===== config.mk =====
export PLATFORM = sky130hd
export DESIGN_NAME = cmem_loader
export DESIGN_NICKNAME = d
export VERILOG_FILES = /design/src/rtl/cmem_loader.sv
export SDC_FILE = /design/constraint.sdc
export NUM_CORES = 1
export LEC_CHECK = 0
export CAP_MARGIN = 0
export CORE_MARGIN = 1.5
export CORE_UTILIZATION = 34
export DETAILED_ROUTE_END_ITERATION = 10
export GPL_ROUTABILITY_DRIVEN = 0
export PLACE_DENSITY = 0.77
export REMOVE_ABC_BUFFERS = 1
export SYNTH_ARGS = -nofsm -noshare
export SYNTH_HDL_FRONTEND = slang
export SYNTH_SLANG_ARGS = --single-unit

===== constraint.sdc =====
create_clock -name clk -period 1.96 [get_ports clk]
set_input_delay 0.392 -clock clk [delete_from_list [all_inputs] [get_ports clk]]
set_output_delay 0.392 -clock clk [all_outputs]
set_load 0.01 [all_outputs]

===== src/rtl/cmem_loader.sv =====
// Streams DW-bit coefficients into all eight coefficient banks at addresses 0..n-1, one word per cycle.
// WEN trails the registered D/A by one cycle; s_ready is low outside LOAD. Idle cycles pass the read addresses through.
module cmem_loader #(
    parameter int DW = 16,
    parameter int AW = 6
) (
    input  logic          clk,
    input  logic          rst_n,
    input  logic          start,
    input  logic [AW:0]   num_coef,
    input  logic          s_valid,
    output logic          s_ready,
    input  logic [DW-1:0] s_data,
    input  logic [AW-1:0] rd_addr0,
    input  logic [AW-1:0] rd_addr1,
    input  logic [AW-1:0] rd_addr2,
    input  logic [AW-1:0] rd_addr3,
    input  logic [AW-1:0] rd_addr4,
    input  logic [AW-1:0] rd_addr5,
    input  logic [AW-1:0] rd_addr6,
    input  logic [AW-1:0] rd_addr7,
    output logic          busy,
    output logic          done,
    output logic [DW-1:0] D,
    output logic [AW-1:0] A0,
    output logic [AW-1:0] A1,
    output logic [AW-1:0] A2,
    output logic [AW-1:0] A3,
    output logic [AW-1:0] A4,
    output logic [AW-1:0] A5,
    output logic [AW-1:0] A6,
    output logic [AW-1:0] A7,
    output logic          WEN,
    output logic          CEN
);
    typedef enum logic [1:0] {IDLE, LOAD, FLUSH} state_t;

    localparam logic ON  = 1'b0;
    localparam logic OFF = 1'b1;
    localparam logic [AW:0] DEPTH = {1'b1, {AW{1'b0}}};

    state_t        state_q, state_d;
    logic [AW:0]   idx_q, idx_d;
    logic [AW:0]   n_q, n_d;
    logic [DW-1:0] data_q, data_d;
    logic [AW-1:0] waddr_q, waddr_d;
    logic          acc_q, acc_d;
    logic          wen_q, cen_q, done_q;
    logic          hs;
    logic [AW:0]   idx_inc;
    logic          idle;

    assign idle    = (state_q == IDLE);
    assign s_ready = (state_q == LOAD) && (idx_q < n_q);
    assign hs      = s_valid && s_ready;
    assign idx_inc = idx_q + (AW+1)'(1);

    always_comb begin
        state_d = state_q;
        idx_d   = idx_q;
        n_d     = n_q;
        data_d  = data_q;
        waddr_d = waddr_q;
        acc_d   = 1'b0;
        case (state_q)
            IDLE: begin
                if (start) begin
                    state_d = LOAD;
                    n_d     = (num_coef == '0 || num_coef > DEPTH) ? DEPTH : num_coef;
                    idx_d   = '0;
                end
            end
            LOAD: begin
                if (hs) begin
                    data_d  = s_data;
                    waddr_d = idx_q[AW-1:0];
                    idx_d   = idx_inc;
                    acc_d   = 1'b1;
                    if (idx_inc == n_q) begin
                        state_d = FLUSH;
                    end
                end
            end
            FLUSH:   state_d = IDLE;
            default: state_d = IDLE;
        endcase
    end

    // The memory registers D/A itself and samples WEN raw, so WEN lags the accept by one extra cycle.
    always_ff @(posedge clk) begin
        if (!rst_n) begin
            state_q <= IDLE;
            idx_q   <= '0;
            n_q     <= '0;
            data_q  <= '0;
            waddr_q <= '0;
            acc_q   <= 1'b0;
            wen_q   <= OFF;
            cen_q   <= OFF;
            done_q  <= 1'b0;
        end else begin
            state_q <= state_d;
            idx_q   <= idx_d;
            n_q     <= n_d;
            data_q  <= data_d;
            waddr_q <= waddr_d;
            acc_q   <= acc_d;
            wen_q   <= acc_q ? ON : OFF;
            cen_q   <= ON;
            done_q  <= (state_q == FLUSH);
        end
    end

    assign busy = !idle;
    assign done = done_q;
    assign D    = data_q;
    assign WEN  = wen_q;
    assign CEN  = cen_q;

    assign A0 = idle ? rd_addr0 : waddr_q;
    assign A1 = idle ? rd_addr1 : waddr_q;
    assign A2 = idle ? rd_addr2 : waddr_q;
    assign A3 = idle ? rd_addr3 : waddr_q;
    assign A4 = idle ? rd_addr4 : waddr_q;
    assign A5 = idle ? rd_addr5 : waddr_q;
    assign A6 = idle ? rd_addr6 : waddr_q;
    assign A7 = idle ? rd_addr7 : waddr_q;
endmodule


==> run summary <==
The synthesized design contains 42 register bits. The total overflow left after global routing is 0. OpenSTA, run right after detailed placement, puts the worst setup slack at -0.338 ns. The transition time at the pin with the least slew margin works out to 0.547 ns. The top cell types in the final layout, fill and taps aside, are clkdlybuf4s50_1 (93), nand2_1 (51), a21o_1 (48). For this design the ratio of total power to cell area is 472 mW/mm^2. After the first detailed-routing iteration, the DRC count stood at 88. The clock drives 42 sinks. The global-route total usage across every layer came out at 0.201. The die is 86.3 um tall. The highest ir drop seen on vdd came out at 487 uV. The logs give 0.635 for the relative max-transition margin and 1.56 mW for the cell-internal power.

In this run the number of H-tree levels came out at 2. The remaining routing DRC violations came out at 0. The run finished, with violations left.

After filler insertion, the fill cell instance count of the layout stands at 548. TritonCTS built the clock tree. The required time reported for the critical path endpoint is 1.57 ns. The final routed wirelength across all metal layers was 8130 um; the setup slack of the most critical reg-to-reg path was -0.06 ns. The area of the mapped netlist was 0.00236 mm^2.

In this run, CTS created clock tree buffers numbering 5. In this run the count of I/O pins placed on the die edge is 144. Entering global routing, the biggest net connects 22 pins. The final hold violation count is 0, and the final worst slack is -0.189 ns. Setup repair after global routing could not meet its margin everywhere. The maximum operating frequency is 0.465 GHz, and the post-route clock period utilization is 1.10. Summing all placed instances gives a cell area of 0.00417 mm^2. The number of buffers on the longest clock path came out at 2. The sequential fraction of design power was 0.416. Clock tree synthesis selected as its root buffer the cell clkbuf_8.

The post-synthesis area per instance is 7.87 um^2. The worst setup path is captured at an output port. The total area inside the core boundary comes to 0.00676 mm^2.

Insertion delay to the later sink of the worst-skew pair: 0.30 ns. The combinational power share was 0.331; the cell area after layout was 0.00454 mm^2. In this run the worst hold path is classified as register to register.

The tools report the worst clock skew as 0.00325 ns. In this run the power spent charging and discharging nets is 0.583 mW. The tool flagged a number of max-cap violations equal to 0. In this run the worst path has a maximum fanout of 2. The count of buffers inserted at the top-level ports came out at 143. Walking the worst path, the cells encountered are inv_1 > ha_1 > nor2b_4 > o21ai_2 > a211o_1 > and4b_1 > buf_2. Across all layers, the routed design uses 2820 vias.

The critical path data arrival time is 1.76 ns. Summed over all failing endpoints, the final setup total negative slack is -0.278 ns. The run gives 0 as the final count of pins violating max slew. In this run, distinct cell masters in the synthesized netlist total 40. Measured along the x axis, the die boundary spans 86.3 um. Via count of the first global-routing pass: 2602. For the count of placed standard cells in the final layout, fillers left out, the log shows 562.

The library cell used most frequently in the layout, excluding fill and tap cells, is clkdlybuf4s50_1. After clock tree synthesis, the clock-pin slew on the worst setup and hold paths is 0.08 ns. Dividing the detail-routed wire length by the instance count gives 14.5 um.

The detail route stage leaves a number of antenna-violating nets equal to 0. Counting I/O delays and the setup requirement, the final critical path takes 2.15 ns. The logs give 30 for the number of placement rows and 0.253 for the clock share of power. Counting tap cells, the placed design contains a total of 546 instances. Post-synthesis instance total: 300.

For the wire length of the first global-routing pass, the log shows 12000 um. The design draws 2.14 mW. After clock tree synthesis, the flow added hold-fix buffers numbering 0.

The critical path in this run is classified as register to output port. The analysis attributes to cell leakage a power of 2.18 nW. The final reports fail on setup timing. The tools report the register area share after synthesis as 0.356. On the final layout, the worst hold slack is 0.370 ns. Using the TritonRoute via totals, the vias-per-cell ratio works out to 5.02. The share of total power consumed by net switching was 0.272; the peak per-stage delay on the critical path was 0.35 ns. For the initial standard-cell utilization of the core, the log shows 0.349.

Critical-path cell with the highest stage delay: dfxtp_1. The count of final setup violators was 5. The layout cell share with drive strength beyond 1 is 0.266, and the initial antenna violation count is 0.

The run gives 4 as the number of detailed-route iterations in the first pass. The floorplan step defined a die boundary enclosing 0.00745 mm^2. The final core utilization was 0.671. The number of nets in the layout is 564. Final antenna diode count: 0.

The tools report the startpoint type of the worst setup path as a register. After legalization and detailed placement, the total HPWL measured 6050 um. During synthesis, Yosys emitted a total of 0 warnings.

From synthesis to final layout, the design area changed by 92.2%.
## cells by family (layout without fill, tap and decap cells)
| family | count (synthesis) | in the layout | synth area share |
|---|---|---|---|
| AO/OA/AOI/OAI | 106 | 106 | 0.308 |
| XOR/XNOR | 5 | 5 | 0.0186 |
| adder cells (fa/ha/maj) | 8 | 8 | 0.0424 |
| buffers and inverters | 37 | 219 | 0.0705 |
| flip-flops | 42 | 42 | 0.356 |
| multiplexers | 1 | 1 | 0.00424 |
| AND/OR/NAND/NOR | 101 | 101 | 0.200 |
## cells in the mapped netlist
library cell / instances / share of area
nand2_1: 55 / 0.087
a21o_1: 48 / 0.15
dfxtp_1: 42 / 0.36
a21oi_1: 32 / 0.068
nor2_1: 17 / 0.027
inv_1: 13 / 0.021
clkbuf_1: 11 / 0.017
o21ai_0: 10 / 0.021
ha_1: 8 / 0.042
buf_2: 7 / 0.015
nor2b_1: 7 / 0.019
nor3b_1: 7 / 0.022
buf_4: 3 / 0.0095
nand3_1: 3 / 0.0064
o31ai_1: 3 / 0.0095
xnor2_1: 3 / 0.011
a31oi_1: 2 / 0.0053
and3_1: 2 / 0.0053
and4b_1: 2 / 0.0085
buf_1: 2 / 0.0032
nor4_1: 2 / 0.0053
o41ai_2: 2 / 0.014
xor2_1: 2 / 0.0074
a211o_1: 1 / 0.0037
a21oi_2: 1 / 0.0037
a221oi_1: 1 / 0.0037
a22oi_1: 1 / 0.0032
a2bb2oi_2: 1 / 0.0064
a311oi_1: 1 / 0.0037
a41o_1: 1 / 0.0042
and2_1: 1 / 0.0027
and2b_1: 1 / 0.0032
buf_6: 1 / 0.0048
mux2i_1: 1 / 0.0042
nand2_4: 1 / 0.0048
nand2b_1: 1 / 0.0027
nand4_1: 1 / 0.0027
nor4b_1: 1 / 0.0037
o221a_2: 1 / 0.0048
o32ai_1: 1 / 0.0037
## flip-flops by register name, summed over array words and instances (netlist names)
signal,cells
n_q,7
waddr_q,6
acc_q,1
CEN,1
idx_q,7
WEN,1
state_q,2
D,16
done,1
## power by group through the flow
| stage | Sequential, mW | Clock, mW | Combinational, mW |
|---|---|---|---|
| final | 0.892 | 0.541 | 0.709 |
| after global routing | 0.894 | 0.601 | 0.759 |
| after CTS | 0.891 | 0.561 | 0.666 |
| after floorplan | 0.916 | 0 | 0.225 |
| after global placement | 0.909 | 0 | 0.668 |
| after detailed placement | 0.910 | 0 | 0.676 |
## final timing paths
path | start | endpoint | depth (start not counted)
setup / recovery | idx_q[0] | s_ready | 7
hold / removal | acc_q | WEN | 1
setup reg to reg | idx_q[0] | waddr_q[0] | 10
hold reg to reg | acc_q | WEN | 1
## per-layer routing
| metal | GRT usage | wire (um) |
|---|---|---|
| met4 | 0.0836 | 227 |
| met5 | 0 | 0 |
| met3 | 0.0438 | 563 |
| met1 | 0.227 | 3070 |
| met2 | 0.367 | 4280 |
## worst max-delay path, delay by kind of cell (launching register included)
family / cells / cell delay, ns
compound gates: 2 / 0.37
flops: 1 / 0.35
buf+inv: 2 / 0.19
simple gates: 2 / 0.30
fa+ha+maj: 1 / 0.23
## cell type report
type | instances | area [um^2] | area share
clock buffers | 6 | 72.6 | 0.0160
repair buffers | 198 | 1910 | 0.422
inverters | 13 | 48.8 | 0.0108
multi-input cells | 221 | 1540 | 0.339
well taps | 80 | 100 | 0.0221
clock inverters | 2 | 13.8 | 0.00303
flip-flops and latches | 42 | 850 | 0.187
## what timing repair did
action	4_1_cts	5_1_grt
setup endpoints to repair	80	61
pin swaps	9	10
resized for setup	131	63
gates cloned	1	1
buffers inserted	4	6
(Power assumes the default switching activity.)
